**config.mk**
```make
export PLATFORM = sky130hd
export DESIGN_NAME = shift_barrel_pipe
export DESIGN_NICKNAME = d
export VERILOG_FILES = /design/src/rtl/shift_barrel_pipe.sv
export SDC_FILE = /design/constraint.sdc
export NUM_CORES = 1
export LEC_CHECK = 0
export CAP_MARGIN = 5
export CORE_AREA = 5 5 150 152
export DETAILED_ROUTE_END_ITERATION = 12
export DIE_AREA = 0 0 155 157
export GPL_TIMING_DRIVEN = 1
export MAX_ROUTING_LAYER = met4
export PLACE_DENSITY = 0.82
export SETUP_SLACK_MARGIN = 0.3
export SYNTH_ARGS = -nofsm -noshare
export SYNTH_HDL_FRONTEND = slang
export SYNTH_SLANG_ARGS = --single-unit
```
**constraint.sdc**
```tcl
create_clock -name clk -period 2.4 [get_ports clk]
set_clock_uncertainty 0.15 [all_clocks]
set_input_delay 0.72 -clock clk [delete_from_list [all_inputs] [get_ports clk]]
set_output_delay 0.72 -clock clk [all_outputs]
set_load 0.05 [all_outputs]
```
**src/rtl/shift_barrel_pipe.sv**
```systemverilog
// Pipelined barrel shifter/rotator with a valid/ready handshake on both sides.
// Right-direction ops bit-reverse the operand around a shared left-shift core.
module shift_barrel_pipe #(
    parameter int unsigned Bits   = 64,
    parameter int unsigned Stages = 2
) (
    input  logic                    clk,
    input  logic                    reset_n,
    input  logic                    in_valid,
    output logic                    in_ready,
    input  logic [Bits-1:0]         in_a,
    input  logic [$clog2(Bits)-1:0] in_sh,
    input  logic [2:0]              in_mode,
    output logic                    out_valid,
    input  logic                    out_ready,
    output logic [Bits-1:0]         out_b
);
    localparam int unsigned ShW = $clog2(Bits);

    typedef enum logic [1:0] {
        FillZero,
        FillSign,
        FillWrap
    } fill_e;

    typedef struct packed {
        logic [ShW-1:0] sh;
        fill_e          fill;
        logic           rev;
        logic           sign;
    } ctl_t;

    function automatic logic [Bits-1:0] bit_rev(input logic [Bits-1:0] x);
        logic [Bits-1:0] y;
        y = '0;
        for (int j = 0; j < int'(Bits); j++) begin
            y[j] = x[int'(Bits)-1-j];
        end
        return y;
    endfunction

    // One mux level: shift left by 2^k, low bits filled with zero, sign or wrapped MSBs.
    function automatic logic [Bits-1:0] shift_level(input logic [Bits-1:0] x, input int k,
                                                    input fill_e fill, input logic sign);
        logic [Bits-1:0] y;
        int              n;
        y = '0;
        n = 1 << k;
        for (int j = 0; j < int'(Bits); j++) begin
            if (j >= n) begin
                y[j] = x[j-n];
            end else begin
                case (fill)
                    FillWrap: y[j] = x[j-n+int'(Bits)];
                    FillSign: y[j] = sign;
                    default:  y[j] = 1'b0;
                endcase
            end
        end
        return y;
    endfunction

    // Levels owned by stage s: k such that floor(k*Stages/ShW) == s.
    function automatic logic [ShW-1:0] level_mask(input int s);
        logic [ShW-1:0] m;
        m = '0;
        for (int k = 0; k < int'(ShW); k++) begin
            if ((k * int'(Stages)) / int'(ShW) == s) begin
                m[k] = 1'b1;
            end
        end
        return m;
    endfunction

    logic [Bits-1:0]   in_data;
    ctl_t              in_ctl;
    logic [Stages-1:0] valid;
    logic [Stages-1:0] ready;

    always_comb begin
        in_data      = in_a;
        in_ctl.sh    = in_sh;
        in_ctl.fill  = FillZero;
        in_ctl.rev   = 1'b0;
        in_ctl.sign  = in_a[Bits-1];
        case (in_mode)
            3'b000: in_ctl.fill = FillWrap;
            3'b001: begin
                in_ctl.fill = FillWrap;
                in_ctl.rev  = 1'b1;
            end
            3'b010: in_ctl.fill = FillZero;
            3'b011: in_ctl.rev = 1'b1;
            3'b100: begin
                in_ctl.fill = FillSign;
                in_ctl.rev  = 1'b1;
            end
            default: in_ctl.sh = '0;
        endcase
        if (in_ctl.rev) begin
            in_data = bit_rev(in_a);
        end
    end

    // Stage s can load unless it and every stage after it is full and the sink stalls.
    always_comb begin
        for (int s = 0; s < int'(Stages); s++) begin
            ready[s] = out_ready;
            for (int t = s; t < int'(Stages); t++) begin
                if (!valid[t]) begin
                    ready[s] = 1'b1;
                end
            end
        end
    end

    assign in_ready = ready[0];

    for (genvar s = 0; s < int'(Stages); s++) begin : g_stage
        localparam logic [ShW-1:0] Mask = level_mask(s);

        logic [Bits-1:0] src_data;
        logic [Bits-1:0] nxt_data;
        logic [Bits-1:0] data_q;
        logic [ShW-1:0]  sh_here;
        ctl_t            src_ctl;
        logic            up_valid;
        logic            valid_q;

        if (s == 0) begin : g_src
            assign src_data = in_data;
            assign src_ctl  = in_ctl;
            assign up_valid = in_valid;
        end else begin : g_src
            assign src_data = g_stage[s-1].data_q;
            assign src_ctl  = g_stage[s-1].g_ctl.ctl_q;
            assign up_valid = g_stage[s-1].valid_q;
        end

        always_comb begin
            sh_here  = src_ctl.sh & Mask;
            nxt_data = src_data;
            for (int k = 0; k < int'(ShW); k++) begin
                if (sh_here[k]) begin
                    nxt_data = shift_level(nxt_data, k, src_ctl.fill, src_ctl.sign);
                end
            end
            if (s == int'(Stages) - 1 && src_ctl.rev) begin
                nxt_data = bit_rev(nxt_data);
            end
        end

        always_ff @(posedge clk or negedge reset_n) begin
            if (!reset_n) begin
                valid_q <= 1'b0;
                data_q  <= '0;
            end else if (ready[s]) begin
                valid_q <= up_valid;
                if (up_valid) begin
                    data_q <= nxt_data;
                end
            end
        end

        assign valid[s] = valid_q;

        if (s < int'(Stages) - 1) begin : g_ctl
            ctl_t ctl_q;
            always_ff @(posedge clk or negedge reset_n) begin
                if (!reset_n) begin
                    ctl_q <= '0;
                end else if (ready[s] && up_valid) begin
                    ctl_q <= src_ctl;
                end
            end
        end
    end

    assign out_valid = g_stage[Stages-1].valid_q;
    assign out_b     = g_stage[Stages-1].data_q;

endmodule

```
==> results.sh, run 1 <==
export IMPL_cts_hold_repair_buffers=0
export IMPL_ys_warn_count=0
export IMPL_synth_async_sr_flop_share=1.00
export IMPL_clkSinkCount=137
export IMPL_synthCells=1475
export IMPL_status="stopped before the end"
export IMPL_die_x_um=155
export IMPL_clock_path_buffers=2
export IMPL_synth_area_leaders="dfrtp_1 (29%), mux2i_1 (7.7%), nand2_1 (6.6%), mux2_2 (4.9%), o221ai_1 (3.6%)"
export IMPL_place_detailed_hpwl_mm=39.5
export IMPL_total_of_buffers_placed_on_input_and_output_ports=142
export IMPL_library_cell_occupying_the_most_area_in_the_post_synthesis_netlist="dfrtp_1"
export IMPL_maximum_number_of_pins_on_one_net_before_global_route_repair=70
export IMPL_flow_stopped_at="5_1_grt"
export IMPL_cts_root_buf="clkbuf_16"
export IMPL_routability_congestion=1.07
export IMPL_pin_count=143
export IMPL_synth_edf_count=0
export IMPL_worst_path_end_type="register input"
export IMPL_synth_cell_type_count=76
export IMPL_synth_yosys_seq_area_share=0.285
export IMPL_dp_cells=2030
export IMPL_synthesis_nets=1554
export IMPL_synth_top_area_frac=0.285
export IMPL_number_of_buffers_added_by_the_clock_tree_synthesis_step=17
export IMPL_initial_core_util=0.575
export IMPL_post_synth_instance_area_um2=12000
export IMPL_num_rows=53
export IMPL_flow_first_error="[ERROR DPL-0038] Utilization greater than 100%, impossible to legalize"
export IMPL_postSynthAreaPerCell_um2=8.14
export IMPL_floorplan_die_height_um=157
export IMPL_synth_top_flop_cell="dfrtp_1"
export IMPL_cts_htree_levels=4
export IMPL_postSynthRegisterBits=137
export IMPL_repair_timing_grt_worst_ep="g_stage[0].data_q[12]$_DFFE_PN0P_/D"
[per-stage QoR]
| step | setup slack [ns] | cell area, um^2 |
|---|---|---|
| detailed placement | -0.913 | 15600 |
| CTS | 0.0642 | 18500 |
| floorplan | -0.0878 | 12400 |
| global placement | -0.875 | 15600 |
[synthesized netlist by cell type, types with 5 or more instances]
master / number
a31oi_1: 8
o211ai_1: 33
nor4bb_1: 8
o21ai_1: 5
a21oi_1: 80
o21ai_0: 72
a2bb2oi_1: 16
nor3_1: 17
a211o_1: 7
clkbuf_1: 81
a22o_1: 8
buf_4: 5
mux4_2: 11
a211oi_1: 18
dfrtp_1: 137
and2_1: 20
a21boi_0: 13
o21a_1: 8
a21o_1: 6
o221ai_1: 50
nand3_1: 47
nor3b_1: 5
o22a_1: 22
nor2b_1: 21
a221oi_1: 16
and3_1: 19
nand2_1: 210
buf_1: 8
nand2b_1: 13
inv_1: 13
buf_2: 49
a22oi_1: 42
mux2_2: 52
nor2_1: 98
a221o_1: 42
mux2i_1: 93
o22ai_1: 61
[cell families after synthesis]
family / synth area share
adder cells (fa/ha/maj): 0.00208
multiplexers: 0.147
AO/OA/AOI/OAI: 0.323
flip-flops: 0.285
AND/OR/NAND/NOR: 0.185
buffers and inverters: 0.0570
[what timing repair did]
action,in CTS
pin swaps,122
buffers inserted,70
gates cloned,14
endpoints found under the setup margin,141
resized for setup,427
==> run 2, diff against run 1 <==
==> config.mk (replaced) <==
export PLATFORM = sky130hd
export DESIGN_NAME = shift_barrel_pipe
export DESIGN_NICKNAME = d
export VERILOG_FILES = /design/src/rtl/shift_barrel_pipe.sv
export SDC_FILE = /design/constraint.sdc
export NUM_CORES = 1
export LEC_CHECK = 0
export CAP_MARGIN = 5
export CORE_AREA = 5 5 180 182
export DETAILED_ROUTE_END_ITERATION = 12
export DIE_AREA = 0 0 185 187
export GPL_TIMING_DRIVEN = 1
export PLACE_DENSITY_LB_ADDON = 0.15
export SYNTH_ARGS = -nofsm -noshare
export SYNTH_HDL_FRONTEND = slang
export SYNTH_SLANG_ARGS = --single-unit
==> run 2 against run 1 <==
The run now ends clean. Synthesized area stayed put. Synthesized cell count is the same.
==> results.sh, run 2 <==
export IMPL_status="finished clean"
export IMPL_floorplan_die_height_um=187
export IMPL_synth_cell_count_leaders="nand2_1 (210), dfrtp_1 (137), nor2_1 (98)"
export IMPL_first_global_vias=13700
export IMPL_timing_hold_violations_final=0
export IMPL_routability_congestion=0.966
export IMPL_holdWs_ns=0.0550
export IMPL_mostFrequentLayoutCell="buf_4"
export IMPL_n_fill_cell=2836
export IMPL_synth_async_sr_flop_share=1.00
export IMPL_library_cell_occupying_the_most_area_in_the_post_synthesis_netlist="dfrtp_1"
export IMPL_number_of_buffers_added_by_the_clock_tree_synthesis_step=17
export IMPL_max_freq_ghz=0.418
export IMPL_pin_count=143
export IMPL_pwr_share_clk=0.199
export IMPL_routed_via_count=14100
export IMPL_first_pass_iters=7
export IMPL_post_synth_instance_area_um2=12000
export IMPL_antennaDiodeCount=0
export IMPL_clock_path_buffers=2
export IMPL_cp_slowest_cell="mux4_2"
export IMPL_power_frac_comb=0.535
export IMPL_die_x_um=185
export IMPL_tns_ns=0
export IMPL_critical_path_endpoint_type="register"
export IMPL_overflow=0
export IMPL_ff2ff_setup_slack_ns=0.03
export IMPL_power_switching_mw=6.13
export IMPL_power_leakage_nw=7.86
export IMPL_slew_headroom=0.672
export IMPL_pins_over_their_slew_limit=0
export IMPL_worstPathRequired_ns=2.57
export IMPL_route_detailed_wl_per_inst_um=25.0
export IMPL_r2r_cells=9
export IMPL_clkTransAtPathRegs_ns=0.06
export IMPL_worstHoldPathType="input port to asynchronous set/reset pin"
export IMPL_finish_net_count=1941
export IMPL_share_of_final_layout_standard_cells_stronger_than_drive_strength_1=0.352
export IMPL_total_of_buffers_placed_on_input_and_output_ports=142
export IMPL_netSwitchingFraction=0.449
export IMPL_timing_final_crit_share=0.997
export IMPL_cts_root_buf="clkbuf_16"
export IMPL_floorplan_core_area_um2=30400
export IMPL_fin_util=0.584
export IMPL_synth_cell_type_count=76
export IMPL_post_route_drc_count=0
export IMPL_pint_mw=7.51
export IMPL_cts_htree_levels=4
export IMPL_path_max_fanout=8
export IMPL_setup_viol_count_final=0
export IMPL_timing_worst_setup_path_type="input port to register"
export IMPL_report_power_total_mw=13.6
export IMPL_num_rows=64
export IMPL_crit_reg2reg_launch="g_stage[0].g_ctl.ctl_q[2]"
export IMPL_first_pass_grt_wire_length_mm=84.3
export IMPL_viasPerCell=6.23
export IMPL_synth_yosys_seq_area_share=0.285
export IMPL_pwr_share_seq=0.266
export IMPL_synthCells=1475
export IMPL_cap_viol_max_count=0
export IMPL_power_density_nw_per_um2=767
export IMPL_grt_setup_unrepaired="yes"
export IMPL_power_ir_vdd_worst_mv=0.523
export IMPL_routed_wirelength_mm=56.8
export IMPL_initial_core_util=0.395
export IMPL_worst_skew_pair_late_latency_ns=0.44
export IMPL_ys_warn_count=0
export IMPL_cp_data_arrival_time_ns=2.57
export IMPL_worst_slew_pin_slew_ns=0.492
export IMPL_critical_path_max_stage_delay_ns=0.53
export IMPL_areaGrowthSynthToFinish_pct=48.0
export IMPL_clkSinkCount=137
export IMPL_layout_cells_most_common_list="buf_4 (371), nand2_1 (198), dfrtp_1 (135)"
export IMPL_crit_reg2reg_capture="out_b[22]"
export IMPL_timing_critical_path_cells="buf_6 -> buf_8 -> or3b_4 -> nand2_8 -> mux4_2 -> nand2_2 -> a21oi_2 -> a211o_1"
export IMPL_maximum_number_of_pins_on_one_net_before_global_route_repair=59
export IMPL_postSynthRegisterBits=137
export IMPL_final_period_demand_of_the_worst_path_ns=2.39
export IMPL_synth_area_leaders="dfrtp_1 (29%), mux2i_1 (7.7%), nand2_1 (6.6%), mux2_2 (4.9%), o221ai_1 (3.6%)"
export IMPL_place_detailed_hpwl_mm=44.3
export IMPL_grt_use_total=0.316
export IMPL_crit_path_start_kind="input port"
export IMPL_dr_first_iter_drc_count=1211
export IMPL_postSynthAreaPerCell_um2=8.14
export IMPL_grt_antenna_before_repair=0
export IMPL_synthesis_nets=1554
export IMPL_synth_edf_count=0
export IMPL_clock_tree_from_tritoncts="built"
export IMPL_synth_top_area_frac=0.285
export IMPL_die_area_um2=34600
export IMPL_synth_most_common_cell="nand2_1"
export IMPL_synth_top_flop_cell="dfrtp_1"
export IMPL_antenna_left=0
-- run 2: cell type report --
class                           count  area [um^2]  share of cell area
Multi-Input combinational cell   1181         8580               0.483
Clock inverter                     11          135             0.00760
Tap cell                          396          495              0.0279
Sequential cell                   137         3430               0.193
Clock buffer                       21          470              0.0265
Inverter                           15         56.3             0.00317
Timing Repair Buffer              510         4610               0.259
-- run 2: how the worst max path moves through the flow --
stage | startpoint | to | slack [ns] | depth (start not counted)
after global routing | in_mode[2] | g_stage[0].data_q[61] | -0.03 | 9
after floorplan | in_mode[0] | g_stage[0].data_q[34] | -0.09 | 7
after CTS | in_a[4] | g_stage[0].data_q[10] | 0.003 | 7
after global placement | in_mode[2] | g_stage[0].data_q[46] | -0.96 | 9
after detailed placement | in_mode[1] | g_stage[0].data_q[46] | -0.98 | 9
final | in_mode[0] | g_stage[0].data_q[34] | 0.008 | 8
-- run 2: routing by layer --
layer | vias up | routed length, um | GRT usage
li1 | 6442 | - | -
met1 | 6894 | 23500 | 0.410
met2 | 657 | 26900 | 0.520
met3 | 145 | 3320 | 0.0438
met4 | 0 | 3070 | 0.146
met5 | - | 0 | 0
-- run 2: cell families after synthesis --
kind of cell,after synthesis,synth area share
multiplexers,156,0.147
adder cells (fa/ha/maj),2,0.00208
AND/OR/NAND/NOR,482,0.185
flip-flops,137,0.285
AO/OA/AOI/OAI,539,0.323
buffers and inverters,159,0.0570
-- run 2: power groups by stage --
stage,Clock [mW],Sequential [mW],Combinational [mW]
4_1_cts,2.76,3.60,7.05
2_1_floorplan,0,4.70,2.84
6_report,2.72,3.62,7.30
3_5_place_dp,0,3.64,6.92
3_3_place_gp,0,3.62,6.91
5_1_grt,2.86,3.67,7.71
-- run 2: worst max-delay path, delay by kind of cell --
kind	cells	cell delay (ns)
simple gates	3	0.79
compound gates	2	0.28
buf+inv	2	0.24
mux	1	0.53
-- run 2: per-stage QoR --
step	cells	cell area [um^2]	setup WS, ns
after floorplan	1475	12200	-0.0866
after global placement	2206	16200	-0.961
after detailed placement	2206	16200	-0.978
after CTS	2254	17200	0.00311
after global routing	2271	17800	-0.0301
final	2271	17800	0.00798
-- run 2: what timing repair did --
action	CTS	global route
buffers inserted	13	13
resized for setup	97	110
hold buffers	0	0
cloned	3	5
endpoints found under the setup margin	91	102
pin swaps	15	32
Power figures use the tool's default switching activity.
